**src/rtl/exception_ctrl.sv**
```systemverilog
// Exception/return sequencer: arbitrates exception sources, captures EPC/cause,
// and emits registered exception/rfe pulses, fetch redirect and pipeline flush.
module exception_ctrl #(
    parameter logic [31:0] VECTOR_ADDR  = 32'h0000_0080,
    parameter int          FLUSH_CYCLES = 2
) (
    input  logic        clk,
    input  logic        rst,
    input  logic        irq,
    input  logic        sys_call,
    input  logic        illegal_op,
    input  logic        ovf,
    input  logic        rfe_op,
    input  logic [31:0] pc_in,
    input  logic        IE_c,
    input  logic        s_u_c,
    output logic        exception,
    output logic        rfe,
    output logic        redirect,
    output logic [31:0] next_pc,
    output logic        flush,
    output logic [31:0] epc,
    output logic [31:0] cause
);

    typedef enum logic [1:0] {IDLE, TAKE, RETURN, FLUSH} state_t;

    localparam logic [3:0] CNT_LOAD = (FLUSH_CYCLES > 1) ? 4'(FLUSH_CYCLES - 2) : 4'd0;

    state_t      state_q, state_d;
    logic [3:0]  cnt_q, cnt_d;
    logic [31:0] epc_q, epc_d;
    logic [4:0]  cause_q, cause_d;
    logic        exc_q, exc_d;
    logic        rfe_q, rfe_d;
    logic        red_q, red_d;
    logic        flush_q, flush_d;
    logic [31:0] npc_q, npc_d;

    logic        take;
    logic [4:0]  code;

    // Fixed-priority source arbitration; a user-mode rfe is a privilege violation.
    always_comb begin
        take = 1'b1;
        code = 5'd0;
        if (illegal_op)                code = 5'd10;
        else if (rfe_op && !s_u_c)     code = 5'd11;
        else if (sys_call)             code = 5'd8;
        else if (ovf)                  code = 5'd12;
        else if (irq && IE_c)          code = 5'd0;
        else                           take = 1'b0;
    end

    always_comb begin
        state_d = state_q;
        cnt_d   = cnt_q;
        epc_d   = epc_q;
        cause_d = cause_q;
        case (state_q)
            IDLE: begin
                if (take) begin
                    epc_d   = pc_in;
                    cause_d = code;
                    state_d = TAKE;
                end else if (rfe_op && s_u_c) begin
                    state_d = RETURN;
                end
            end
            TAKE, RETURN: begin
                if (FLUSH_CYCLES == 1) begin
                    state_d = IDLE;
                end else begin
                    state_d = FLUSH;
                    cnt_d   = CNT_LOAD;
                end
            end
            FLUSH: begin
                if (cnt_q == 4'd0) state_d = IDLE;
                else               cnt_d = cnt_q - 4'd1;
            end
            default: state_d = IDLE;
        endcase

        // Outputs are decoded from the next state so they leave flops aligned with it.
        exc_d   = (state_d == TAKE);
        rfe_d   = (state_d == RETURN);
        red_d   = (state_d == TAKE) || (state_d == RETURN);
        flush_d = (state_d != IDLE);
        if (state_d == TAKE)        npc_d = VECTOR_ADDR;
        else if (state_d == RETURN) npc_d = epc_q;
        else                        npc_d = npc_q;
    end

    always_ff @(posedge clk or posedge rst) begin
        if (rst) begin
            state_q <= IDLE;
            cnt_q   <= 4'd0;
            epc_q   <= 32'd0;
            cause_q <= 5'd0;
            exc_q   <= 1'b0;
            rfe_q   <= 1'b0;
            red_q   <= 1'b0;
            flush_q <= 1'b0;
            npc_q   <= 32'd0;
        end else begin
            state_q <= state_d;
            cnt_q   <= cnt_d;
            epc_q   <= epc_d;
            cause_q <= cause_d;
            exc_q   <= exc_d;
            rfe_q   <= rfe_d;
            red_q   <= red_d;
            flush_q <= flush_d;
            npc_q   <= npc_d;
        end
    end

    assign exception = exc_q;
    assign rfe       = rfe_q;
    assign redirect  = red_q;
    assign flush     = flush_q;
    assign next_pc   = npc_q;
    assign epc       = epc_q;
    assign cause     = {27'd0, cause_q};

endmodule

```
**config.mk**
```make
export PLATFORM = sky130hd
export DESIGN_NAME = exception_ctrl
export DESIGN_NICKNAME = d
export VERILOG_FILES = /design/src/rtl/exception_ctrl.sv
export SDC_FILE = /design/constraint.sdc
export NUM_CORES = 1
export LEC_CHECK = 0
export ABC_AREA = 1
export CAP_MARGIN = 20
export CORE_AREA = 2 2 78 80
export DETAILED_ROUTE_END_ITERATION = 6
export DIE_AREA = 0 0 80 82
export DONT_BUFFER_PORTS = 1
export PLACE_DENSITY_LB_ADDON = 0.12
export SLEW_MARGIN = 20
export SYNTH_ARGS = -nofsm -noshare
export SYNTH_HDL_FRONTEND = slang
export SYNTH_SLANG_ARGS = --single-unit
```
**constraint.sdc**
```tcl
create_clock -name clk -period 6.7 [get_ports clk]
set_clock_uncertainty 0.15 [all_clocks]
set_input_delay 0.67 -clock clk [delete_from_list [all_inputs] [get_ports clk]]
set_output_delay 0.67 -clock clk [all_outputs]
set_load 0.01 [all_outputs]
```
Yosys cells after proc, flatten, opt, wreduce, memory -nomap -nowiden
Cells that the tools add are included.

Register bits after elaboration: 79. Bits of input ports: 41. Output and inout port bits: 100. Logic and storage cells: 46.

$add $sub $neg: 1. Eq/ne operators: 6. Muxes and demuxes: 17. Reductions and logical operators: 13.

Operators by type and width (count): $mux 32 (2); $mux 4 (5); $pmux 4 s2 (1); $eq 2x2->1 const B (3); $mux 2 (3); $pmux 2 s3 (1); $reduce_bool 2->1 (3); $mux 1 (5); $eq 2x1->1 const B (2); $logic_not 4->1 (1); $reduce_and 2->1 (2); $sub 4x1->4 const B (1); $logic_and 1x1->1 (3); $logic_not 2->1 (1); $ne 2x2->1 const B (1); $reduce_or 2->1 (1); $logic_not 1->1 (1); $logic_or 1x1->1 (1).

Longest topological paths before layout
Gate-level depths: netlist of run 1.

Depth in word-level cells: 11. Mapped depth: 12. Depth with buffers taken out: 11.

Worst setup path after synthesis of run 1
Ideal clock, no wire load.

Path type: in2reg. Start point: input sys_call. End point: register npc_q[0], in the netlist next_pc[0]. Setup time: 121 ps. Arrival: 2112 ps. Data required time: 6429 ps. Slack: 4317 ps. Cell stages on the path: 8. Buffers on the path: 1. Cell sequence: nor2_2 > nand4_4 > o21ai_0 > ha_1 > inv_1 > nor2_1 > buf_2 > a22o_1.

Cells in the longest elaborated chain, start to end: 7. Elaborated cells between the ends (all ways): 9. Those cells by class: eq/ne: 2; mux: 6; reduce/logical: 1.

Ends and longest elaborated chain: start: declaration (RTL line 10) `input logic sys_call,`; $mux 1 (*) (RTL line 49) `else if (sys_call) code = 5'd8;`; $mux 1 (*) (RTL line 48) `else if (rfe_op && !s_u_c) code = 5'd11;`; $mux 1 (*) (RTL line 47) `if (illegal_op) code = 5'd10;`; $mux 2 (*) (RTL line 62) `if (take) begin`; $pmux 2 s3 (*) (RTL line 60) `case (state_q)`; $eq 2x1->1 / $eq 2x2->1 (equally long branches) (RTL line 90, 91); $mux 32 / $reduce_bool 2->1 (equally long branches); end signal: assignment (RTL line 115) `npc_q <= npc_d;`; end: declaration (RTL line 38) `logic [31:0] npc_q, npc_d;`.

Mark *: on every way between the ends. The rest lies on a longest branch, timed or not. A chain may end at the register's enable or synchronous reset.

Worst setup path in the final report of run 1
Start point: input sys_call. End point: register npc_q[29], in the netlist next_pc[29].

The elaborated chain is that of the path after synthesis.

==> summary.md, run 1 <==
| Metric | Value |
|---|---|
| Gpl congestion | `0.822` |
| Reg2Reg Setup Slack | `4.05 ns` |
| Slew headroom | `36.3%` |
| Via Count | `~2,300` |
| Vias in the first global route | `a little over 2,000` |
| RSZ-0062 raised after global routing | `false` |
| RR Startpoint | `cnt_q[0]` |
| Ys flop type | `dfrtp_1` |
| Leakage dissipation | `about 0.0018 µW` |
| Vias/cell | `approximately 5.5` |
| Worst min path class | `in -> reg` |
| Min-delay src | `pc_in[13]` |
| Worst Tran Pin Value | `around 0.96 ns` |
| Final WS setup | `~3.7 ns` |
| Worst-path clk slew | `about 0.080 ns` |
| WL per Instance | `approximately 17 µm` |
| CTS Buf Count | `9` |
| Initial DRC count | `about 160` |
| Mux contribution to synthesized area | `0%` |
| Total grt overflow | `0` |
| Hold_buf cts | `0` |
| EDFF count, synth | `0` |
| Clock buffer depth | `2` |
| Post-Synthesis Cells | `333` |
| VDD IR-drop max | `306 µV` |
| Row count | `28` |
| Post-synth top area cell | `dfrtp_1` |
| Detailed Route WL | `between 6 and 7 mm` |
| Synth Area in Simple Gates | `between 10% and 20%` |
| First-pass GRT wire length | `about 11 mm` |
| Clock sinks | `about 80` |
| Initial antenna violation count | `0` |
| Async S/R FF share, synth | `100%` |
| Worst Path Required | `a little under 7 ns` |
| Post-synthesis adder-cell area fraction | `around 2.6%` |
| R2R depth | `10` |
| Slew Limit Fails | `0` |
| Pre-CTS setup slack | `between 2 and 3 ns` |
| IO buf count | `0` |
| Util after Layout | `about three fifths` |
| Most common cell after layout, fill and taps aside | `nand2_1` |
| Max stage delay on crit path | `approximately 0.6 ns` |
| Drt first pass iters | `4` |
| Setup crit start kind | `input pin` |
| Pwr per Cell Area | `roughly 650 mW/mm²` |
| Top-area cell type share of the netlist area | `58.0%` |
| Area growth syn-to-layout | `3.61%` |
| Nets | `between 300 and 400` |
| Total GRT Usage | `between 20% and 30%` |
| Outcome | `complete, no violations` |
| Synth Area in XOR/XNOR | `0.260%` |
| Synth Area in Compound Gates | `9.26%` |
| Yosys reg bits | `approximately 80` |
| Final ANT Viol Nets | `0` |
| Critical R2R Capture | `next_pc[29]` |
| Most frequent cells in the layout | `nand2_1, dfrtp_1, nand3_1, a22o_1, conb_1` |
| Main combinational cell family by area after synthesis | `simple AND/OR/NAND/NOR gates` |
| Final period util | `44.3%` |
| DIE WIDTH | `80 µm` |
| CP Cell Sequence | `nor2_2 > nand4_4 > o21ai_0 > ha_1 > inv_1 > nor2_4 > a22o_1` |
| CTS Root Cell | `clkbuf_8` |
| Maximum Capacitance Violations | `0` |
| ANT cells | `0` |
| CTS tree | `built` |
| Fin. Hold Viols | `0` |
| Yosys warnings | `0` |
| # resized after CTS | `0` |
| Final HPWL DP | `roughly 4.5 mm` |
| Crit-path slowest cell | `nor2_4` |
| Worst Path Arrival | `roughly 3.1 ns` |
| Critical Path End Type | `register` |
| Final setup fails | `0` |
| Cell variety after synth | `21` |
| Fin crit period | `2.97 ns` |
| Initial Util | `58.5%` |
| Sequential share of the synthesized area | `roughly three fifths` |
| CP Class | `in -> reg` |
| Synth top area cells | `dfrtp_1, nand2_1, a22o_1` |
| # DRC | `0` |
| Core Footprint | `roughly 0.0057 mm²` |
| Setup Buffers After CTS | `0` |
| DIE AREA | `about 0.0066 mm²` |
| Share of cells above drive strength 1 | `6.89%` |
| Synth Area per Inst | `between 10 and 15 µm²` |
| Clock latency on the worst-skew pair | `0.34 ns` |
| CP max FO | `37` |
| Die Ht | `slightly above 80 µm` |
| Max H-tree Level | `3` |
| Fillers | `between 500 and 600` |
| CP Launch Point | `sys_call` |
| WHS | `around 0.32 ns` |
| Synthesized area | `between 0.003 and 0.004 mm²` |
| Sum Neg Setup Slack | `0 ns` |
| Largest net degree at the start of global routing | `approximately 80` |
| I/O pin total | `roughly 140` |
| Critical Path Sink | `next_pc[29]` |
| Maximum clock frequency | `~0.34 GHz` |
## where the power goes
part | internal (µW) | switching [µW]
registers | 701 | 268
clock network | 179 | 159
logic | 370 | 578
## critical path, delay by kind of cell
family | cells | cell delay, ns
adder cells (fa/ha/maj) | 1 | 0.24
AO/OA/AOI/OAI | 2 | 0.75
AND/OR/NAND/NOR | 3 | 1.23
buffers and inverters | 1 | 0.17
## sequential cells by signal, indices dropped and copies added (netlist names)
| signal | count |
|---|---|
| flush | 1 |
| cnt_q | 4 |
| exception | 1 |
| state_q | 2 |
| next_pc | 32 |
| rfe | 1 |
| redirect | 1 |
| epc | 32 |
| cause_q | 4 |
## routing by layer
metal / part of all wire [%] / track usage, % / up-vias / wire length [µm]
li1: - / - / 1043 / -
met1: 43 / 28.5 / 1096 / 2910
met2: 45 / 31.3 / 115 / 3060
met3: 9.7 / 8.68 / 10 / 658
met4: 2.0 / 9.66 / 0 / 133
met5: 0 / 0 / - / 0
## cell type report
type / instances / area [µm²] / share of cell area, %
inverter: 13 / 50.0 / 1.44
multi-input combinational: 225 / 1170 / 33.6
timing repair buffer: 3 / 30.0 / 0.862
tap: 75 / 93.8 / 2.69
clock buffer: 11 / 141 / 4.06
clock inverter: 4 / 47.5 / 1.36
sequential: 78 / 1950 / 56.0
## cell usage after synthesis (3+ instances only)
cell type	instances
nand2_1	96
dfrtp_1	78
buf_4	28
nand3_1	40
o21ai_0	7
nor2_1	8
inv_1	13
ha_1	7
a22o_1	31
buf_2	7
clkbuf_1	6
buf_6	3
## logic make-up after synthesis
| family | after synthesis |
|---|---|
| buffers and inverters | 57 |
| flip-flops | 78 |
| adder cells (fa/ha/maj) | 7 |
| XOR/XNOR | 1 |
| other | 1 |
| AO/OA/AOI/OAI | 39 |
| AND/OR/NAND/NOR | 150 |
## stage by stage
step | cell area (µm²) | cells | total power, µW
after floorplan | 3460 | 360 | 1710
after global placement | 3280 | 393 | 1840
after detailed placement | 3280 | 393 | 1890
after CTS | 3470 | 408 | 2230
after global routing | 3480 | 409 | 2450
final | 3480 | 409 | 2250
## how the worst min path moves through the flow
stage,endpoint,slack (ns),cells past startpoint
3_3_place_gp,cnt_q[0],0.34,1
6_report,epc[13],0.32,2
4_1_cts,epc[13],0.30,2
5_1_grt,epc[21],0.30,2
2_1_floorplan,cnt_q[0],0.31,1
3_5_place_dp,cnt_q[0],0.34,1
Power figures use the tool's default switching activity.
==> run 2: changes to the inputs <==
==> constraint.sdc (replaced) <==
create_clock -name clk -period 3.1 [get_ports clk]
set_clock_uncertainty 0.15 [all_clocks]
set_input_delay 0.31 -clock clk [delete_from_list [all_inputs] [get_ports clk]]
set_output_delay 0.31 -clock clk [all_outputs]
set_load 0.01 [all_outputs]
==> summary.md, run 2 (same netlist as run 1, synthesis figures left out) <==
| Metric | Value |
|---|---|
| CTS Root Cell | `clkbuf_8` |
| Row count | `28 (unchanged)` |
| Die Ht | `82 µm (unchanged)` |
| CP top delay family | `buffers and inverters` |
| CP max FO | `31 (-16%)` |
| Core Footprint | `0.00575 mm² (unchanged)` |
| WL per Instance | `16.4 µm (-0.56%)` |
| CP Cell Sequence | `inv_1 > ha_1 > nand2_1 > o21ai_0 > inv_1 > ha_1 > nor2_2 > buf_4 > a22o_1` |
| Util after Layout | `67.1% (+6.4 points)` |
| Slew headroom | `43.4% (+7.1 points)` |
| Pre-CTS setup slack | `0.747 ns (-2.09 ns)` |
| Final period util | `76.2%` |
| Max H-tree Level | `3 (unchanged)` |
| Maximum Capacitance Violations | `0 (unchanged)` |
| Vias in the first global route | `2,236 (+8.4%)` |
| Setup crit start kind | `register` |
| ANT cells | `0 (unchanged)` |
| Total GRT Usage | `22.8% (+1.3 points)` |
| Non-filler instance count after layout | `447 (+9.3%)` |
| Max stage delay on crit path | `0.40 ns (-0.19 ns)` |
| Gpl congestion | `0.747 (-9.1%)` |
| Critical Path End Type | `register` |
| Maximum clock frequency | `about 0.42 GHz` |
| Largest net degree at the start of global routing | `52 (-34%)` |
| Clock latency on the worst-skew pair | `0.34 ns (about the same)` |
| Placed Cells | `398 (+1.3%)` |
| Crit-path slowest cell | `dfrtp_1` |
| Final WS setup | `0.739 ns (-2.99 ns)` |
| Pwr per Cell Area | `1290 mW/mm² (+99%)` |
| I/O pin total | `141 (unchanged)` |
| Initial Util | `58.5% (unchanged)` |
| Nets | `416 (+10%)` |
| CP Class | `reg -> reg` |
| Clock buffer depth | `2 (unchanged)` |
| IO buf count | `0 (unchanged)` |
| CTS tree | `built` |
| Worst Path Required | `3.23 ns (-3.60 ns)` |
| Clock sinks | `78 (unchanged)` |
| RSZ-0062 raised after global routing | `false` |
| Overall power | `4950 µW (+120%)` |
| DIE AREA | `0.00656 mm² (unchanged)` |
| Drt first pass iters | `6 (+2)` |
| Vias/cell | `5.36 (-3.2%)` |
| # resized after CTS | `0 (unchanged)` |
| Outcome | `complete, no violations` |
| Sum Neg Setup Slack | `0 ns (unchanged)` |
| First-pass GRT wire length | `11.3 mm (+6.0%)` |
| Worst Path Arrival | `2.49 ns (-0.61 ns)` |
| CTS Buf Count | `9 (unchanged)` |
| Setup Buffers After CTS | `0 (unchanged)` |
| Area growth syn-to-layout | `14.5%` |
| # DRC | `0 (unchanged)` |
| Initial DRC count | `114 (-30%)` |
| DIE WIDTH | `80 µm (unchanged)` |
| Share of cells above drive strength 1 | `7.26% (+0.37 points)` |
| Worst-path clk slew | `0.08 ns (about the same)` |
| Initial antenna violation count | `0 (unchanged)` |
| Most frequent cells in the layout | `nand2_1, dfrtp_1, nand3_1, dlygate4sd3_1, a22o_1` |
| VDD IR-drop max | `863 µV (+180%)` |
| Detailed Route WL | `7.35 mm (+8.7%)` |
| Critical path buffer and inverter count | `3 (+2)` |
| Final ANT Viol Nets | `0 (unchanged)` |
| Fin. Hold Viols | `0 (unchanged)` |
| Leakage dissipation | `0.00199 µW (+9.1%)` |
| Fin crit period | `2.36 ns` |
| Slew Limit Fails | `0 (unchanged)` |
| Worst min path class | `in -> reg` |
| Final setup fails | `0 (unchanged)` |
| Final HPWL DP | `4.64 mm (+2.6%)` |
| Worst Tran Pin Value | `0.848 ns (-0.108 ns)` |
| Total grt overflow | `0 (unchanged)` |
| Most common cell after layout, fill and taps aside | `nand2_1` |
| Hold_buf cts | `34 (+34)` |
| Via Count | `2,396 (+5.8%)` |
-- run 2: metal layers --
metal	GRT usage (%)	vias up	share of wire (%)
met5	0	-	0
met3	8.46	19	9.3
met1	29.4	1134	41
li1	-	1113	-
met4	11.4	0	3.0
met2	34.0	130	46
-- run 2: report_power, final --
group | switching [µW] | leakage [µW] | internal, µW
clock | 351 | 0.000102 | 412
combinational | 1280 | 0.000902 | 820
sequential | 571 | 0.000982 | 1510
total | 2200 | 0.00199 | 2750
-- run 2: worst min-delay path, cell delays in order --
cell	delay, ns
nor2_1	0.02
nand3_1	0.08
nand2_1	0.05
-- run 2: final timing paths --
| path | from | endpoint | slack [ns] | depth (start not counted) |
|---|---|---|---|---|
| max | state_q[1] | next_pc[20] | 0.74 | 9 |
| max in group asynchronous | rst | redirect | 1.65 | 3 |
| min | illegal_op | cause_q[0] | 0.006 | 3 |
| min in group asynchronous | rst | next_pc[12] | 0.42 | 2 |
| min reg2reg | cnt_q[0] | cnt_q[0] | 0.35 | 1 |
| max reg2reg | state_q[1] | next_pc[20] | 0.74 | 9 |
-- run 2: area by class of cell --
type                       instances  area, µm²
inverter                          13       50.0
clock inverter                     3       43.8
clock buffer                      12        155
tap                               75       93.8
sequential                        78       1950
fill                             471       1890
timing repair buffer              41        393
multi-input combinational        225       1160
-- run 2: per-stage QoR --
stage	hold slack, ns	area, µm²
2_1_floorplan	0.305	3460
3_3_place_gp	0.238	3310
3_5_place_dp	0.237	3310
4_1_cts	0.00376	3850
5_1_grt	0.00861	3850
6_report	0.00585	3850
==> run 3: changes to the inputs <==
==> constraint.sdc (replaced) <==
create_clock -name clk -period 2.3 [get_ports clk]
set_clock_uncertainty 0.15 [all_clocks]
set_input_delay 0.23 -clock clk [delete_from_list [all_inputs] [get_ports clk]]
set_output_delay 0.23 -clock clk [all_outputs]
set_load 0.01 [all_outputs]
==> summary.md, run 3 (same netlist as run 1, synthesis figures left out) <==
| Metric | Value |
|---|---|
| Fin crit period | `2.19 ns (-0.168 ns)` |
| Final WS setup | `0.107 ns (-0.632 ns)` |
| Initial DRC count | `141 (+24%)` |
| CTS tree | `built` |
| Setup crit start kind | `register` |
| Reg2Reg Setup Slack | `0.11 ns (-0.63 ns)` |
| Clock latency on the worst-skew pair | `0.35 ns (about the same)` |
| Initial antenna violation count | `0 (unchanged)` |
| Critical Path End Type | `register` |
| First-pass GRT wire length | `11.6 mm (+2.9%)` |
| Global route hottest layer | `met2` |
| Fin. Hold Viols | `0 (unchanged)` |
| Max H-tree Level | `3 (unchanged)` |
| Slew Limit Fails | `0 (unchanged)` |
| GR Layer Usage met2 | `37.3% (+3.2 points)` |
| Final setup fails | `0 (unchanged)` |
| Gpl congestion | `0.824 (+10%)` |
| Max stage delay on crit path | `0.39 ns (about the same)` |
| # DRC | `0 (unchanged)` |
| Final period util | `95.3% (+19 points)` |
| Final HPWL DP | `4.68 mm (+0.81%)` |
| Net Sw Power | `3370 µW (+53%)` |
| Min-delay src | `illegal_op` |
| ANT cells | `0 (unchanged)` |
| R2R depth | `10 (+1)` |
| Most frequent cells in the layout | `nand2_1, dfrtp_1, nand3_1, dlygate4sd3_1, a22o_1` |
| Clock buffer depth | `2 (unchanged)` |
| Leakage dissipation | `0.00205 µW (+3.1%)` |
| Drt first pass iters | `4 (-2)` |
| Maximum Capacitance Violations | `0 (unchanged)` |
| CP max FO | `8 (-74%)` |
| Sequential group share of total power | `36.3% (-5.8 points)` |
| Via Count | `2,513 (+4.9%)` |
| Final ANT Viol Nets | `0 (unchanged)` |
| DIE AREA | `0.00656 mm² (unchanged)` |
| CP Cell Sequence | `inv_1 > ha_1 > nor2_2 > nand2_1 > o21ai_2 > inv_2 > ha_2 > nor2_4 > clkbuf_16 > a22o_1` |
| Worst-path clk slew | `0.08 ns (about the same)` |
| RR Startpoint | `state_q[0]` |
| Die Ht | `82 µm (unchanged)` |
| VDD IR-drop max | `1080 µV (+26%)` |
| CTS Root Cell | `clkbuf_8` |
| P_int | `4410 µW (+60%)` |
| Total GRT Usage | `23.4% (+0.60 points)` |
| Maximum clock frequency | `0.456 GHz (+7.7%)` |
| Setup Buffers After CTS | `0 (unchanged)` |
| I/O pin total | `141 (unchanged)` |
| Met1 usage | `29.3% (-0.15 points)` |
| Met3 GRT Util | `7.91% (-0.55 points)` |
| Most common cell after layout, fill and taps aside | `nand2_1` |
| Row count | `28 (unchanged)` |
| CP Class | `reg -> reg` |
| Clock sinks | `78 (unchanged)` |
| Pwr per Cell Area | `1920 mW/mm² (+50%)` |
| Initial Util | `58.5% (unchanged)` |
| Worst min path class | `in -> reg` |
| Hold Path End | `cause_q[1]` |
| Net Sw Frac | `43.4% (-1.2 points)` |
| Area growth syn-to-layout | `20.3%` |
| Vias in the first global route | `2,356 (+5.4%)` |
| Sum Neg Setup Slack | `0 ns (unchanged)` |
| IO buf count | `0 (unchanged)` |
| Vias/cell | `5.51 (+2.8%)` |
| RSZ-0062 raised after global routing | `false` |
| Total grt overflow | `0 (unchanged)` |
| Crit-path slowest cell | `dfrtp_1` |
| Pre-CTS setup slack | `0.0125 ns (-0.734 ns)` |
| DIE WIDTH | `80 µm (unchanged)` |
| Largest net degree at the start of global routing | `37 (-29%)` |
| Outcome | `complete, no violations` |
| Detailed Route WL | `7.85 mm (+6.8%)` |
| Hold path cells | `4 (+1)` |
| Worst Path Required | `2.43 ns (-0.80 ns)` |
| Share of cells above drive strength 1 | `11.3% (+4.0 points)` |
| Comb power frac | `49.1% (+6.7 points)` |
| WL per Instance | `17.2 µm (+4.7%)` |
| Nets | `424 (+1.9%)` |
| Clock share of power | `14.6% (-0.8 points)` |
| Core Footprint | `0.00575 mm² (unchanged)` |
| Critical R2R Capture | `next_pc[1]` |
| CTS Buf Count | `9 (unchanged)` |
| Worst Path Arrival | `2.32 ns (-0.17 ns)` |
run 3: changes by cell type in the layout (fill, tap and decap cells not counted), sizes merged:
| cell | change |
|---|---|
| buf | +3 |
| dlygate4sd3 | +3 |
| bufinv | +1 |
| clkbuf | -1 |
| clkinv | +1 |
| clkinvlp | +1 |
| inv | +1 |
run 3: worst max path at each step:
| stage | end | start |
|---|---|---|
| 2_1_floorplan | next_pc[0] | state_q[0] |
| 3_3_place_gp | next_pc[19] | cnt_q[0] |
| 3_5_place_dp | next_pc[20] | state_q[1] |
| 4_1_cts | next_pc[20] | state_q[1] |
| 5_1_grt | next_pc[16] | state_q[0] |
| 6_report | next_pc[1] | state_q[0] |
run 3: final cells by class:
class | instances | area [µm²]
flip-flops and latches | 78 | 1950
fillers | 437 | 1700
multi-input cells | 225 | 1200
repair buffers | 49 | 528
clock buffers | 9 | 124
clock inverters | 7 | 96.3
well taps | 75 | 93.8
inverters | 13 | 52.6
run 3: power by group through the flow:
| stage | clock network, µW | registers [µW] | logic (µW) |
|---|---|---|---|
| 3_3_place_gp | 0 | 2830 | 2900 |
| 4_1_cts | 1150 | 2810 | 3090 |
| 5_1_grt | 1220 | 2880 | 4200 |
| 6_report | 1140 | 2820 | 3820 |
| 2_1_floorplan | 0 | 2670 | 2300 |
| 3_5_place_dp | 0 | 2840 | 2980 |
run 3: stage by stage:
| stage | cells | power, µW | instance area, µm² | hold slack, ns | util [%] |
|---|---|---|---|---|---|
| after detailed placement | 400 | 5820 | 3360 | -0.0925 | 58.4 |
| after floorplan | 360 | 4970 | 3470 | 0.225 | - |
| final | 456 | 7780 | 4050 | 0.0215 | 70.4 |
| after global placement | 400 | 5730 | 3360 | -0.0871 | 58.4 |
| after CTS | 453 | 7050 | 3950 | 0.00550 | 68.8 |
| after global routing | 456 | 8300 | 4050 | 0.0424 | 70.4 |
run 3: routing by layer:
metal / routed length [µm] / up-vias
li1: - / 1139
met1: 3100 / 1207
met2: 3890 / 153
met3: 729 / 14
met4: 129 / 0
met5: 0 / -
run 3: worst max-delay path: cells and delay by family (launching register included):
kind | cells | cell delay (ns)
compound gates | 2 | 0.25
simple gates | 3 | 0.41
buf+inv | 3 | 0.37
flops | 1 | 0.39
fa+ha+maj | 2 | 0.55
run 3: repair_timing:
item | 4_1_cts | 5_1_grt
gates resized for setup | 1 | 11
hold endpoints to repair | 114 | 0
cloned | 0 | 3
pin swaps | 0 | 1
hold buffers | 37 | 0
setup endpoints to repair | 26 | 32
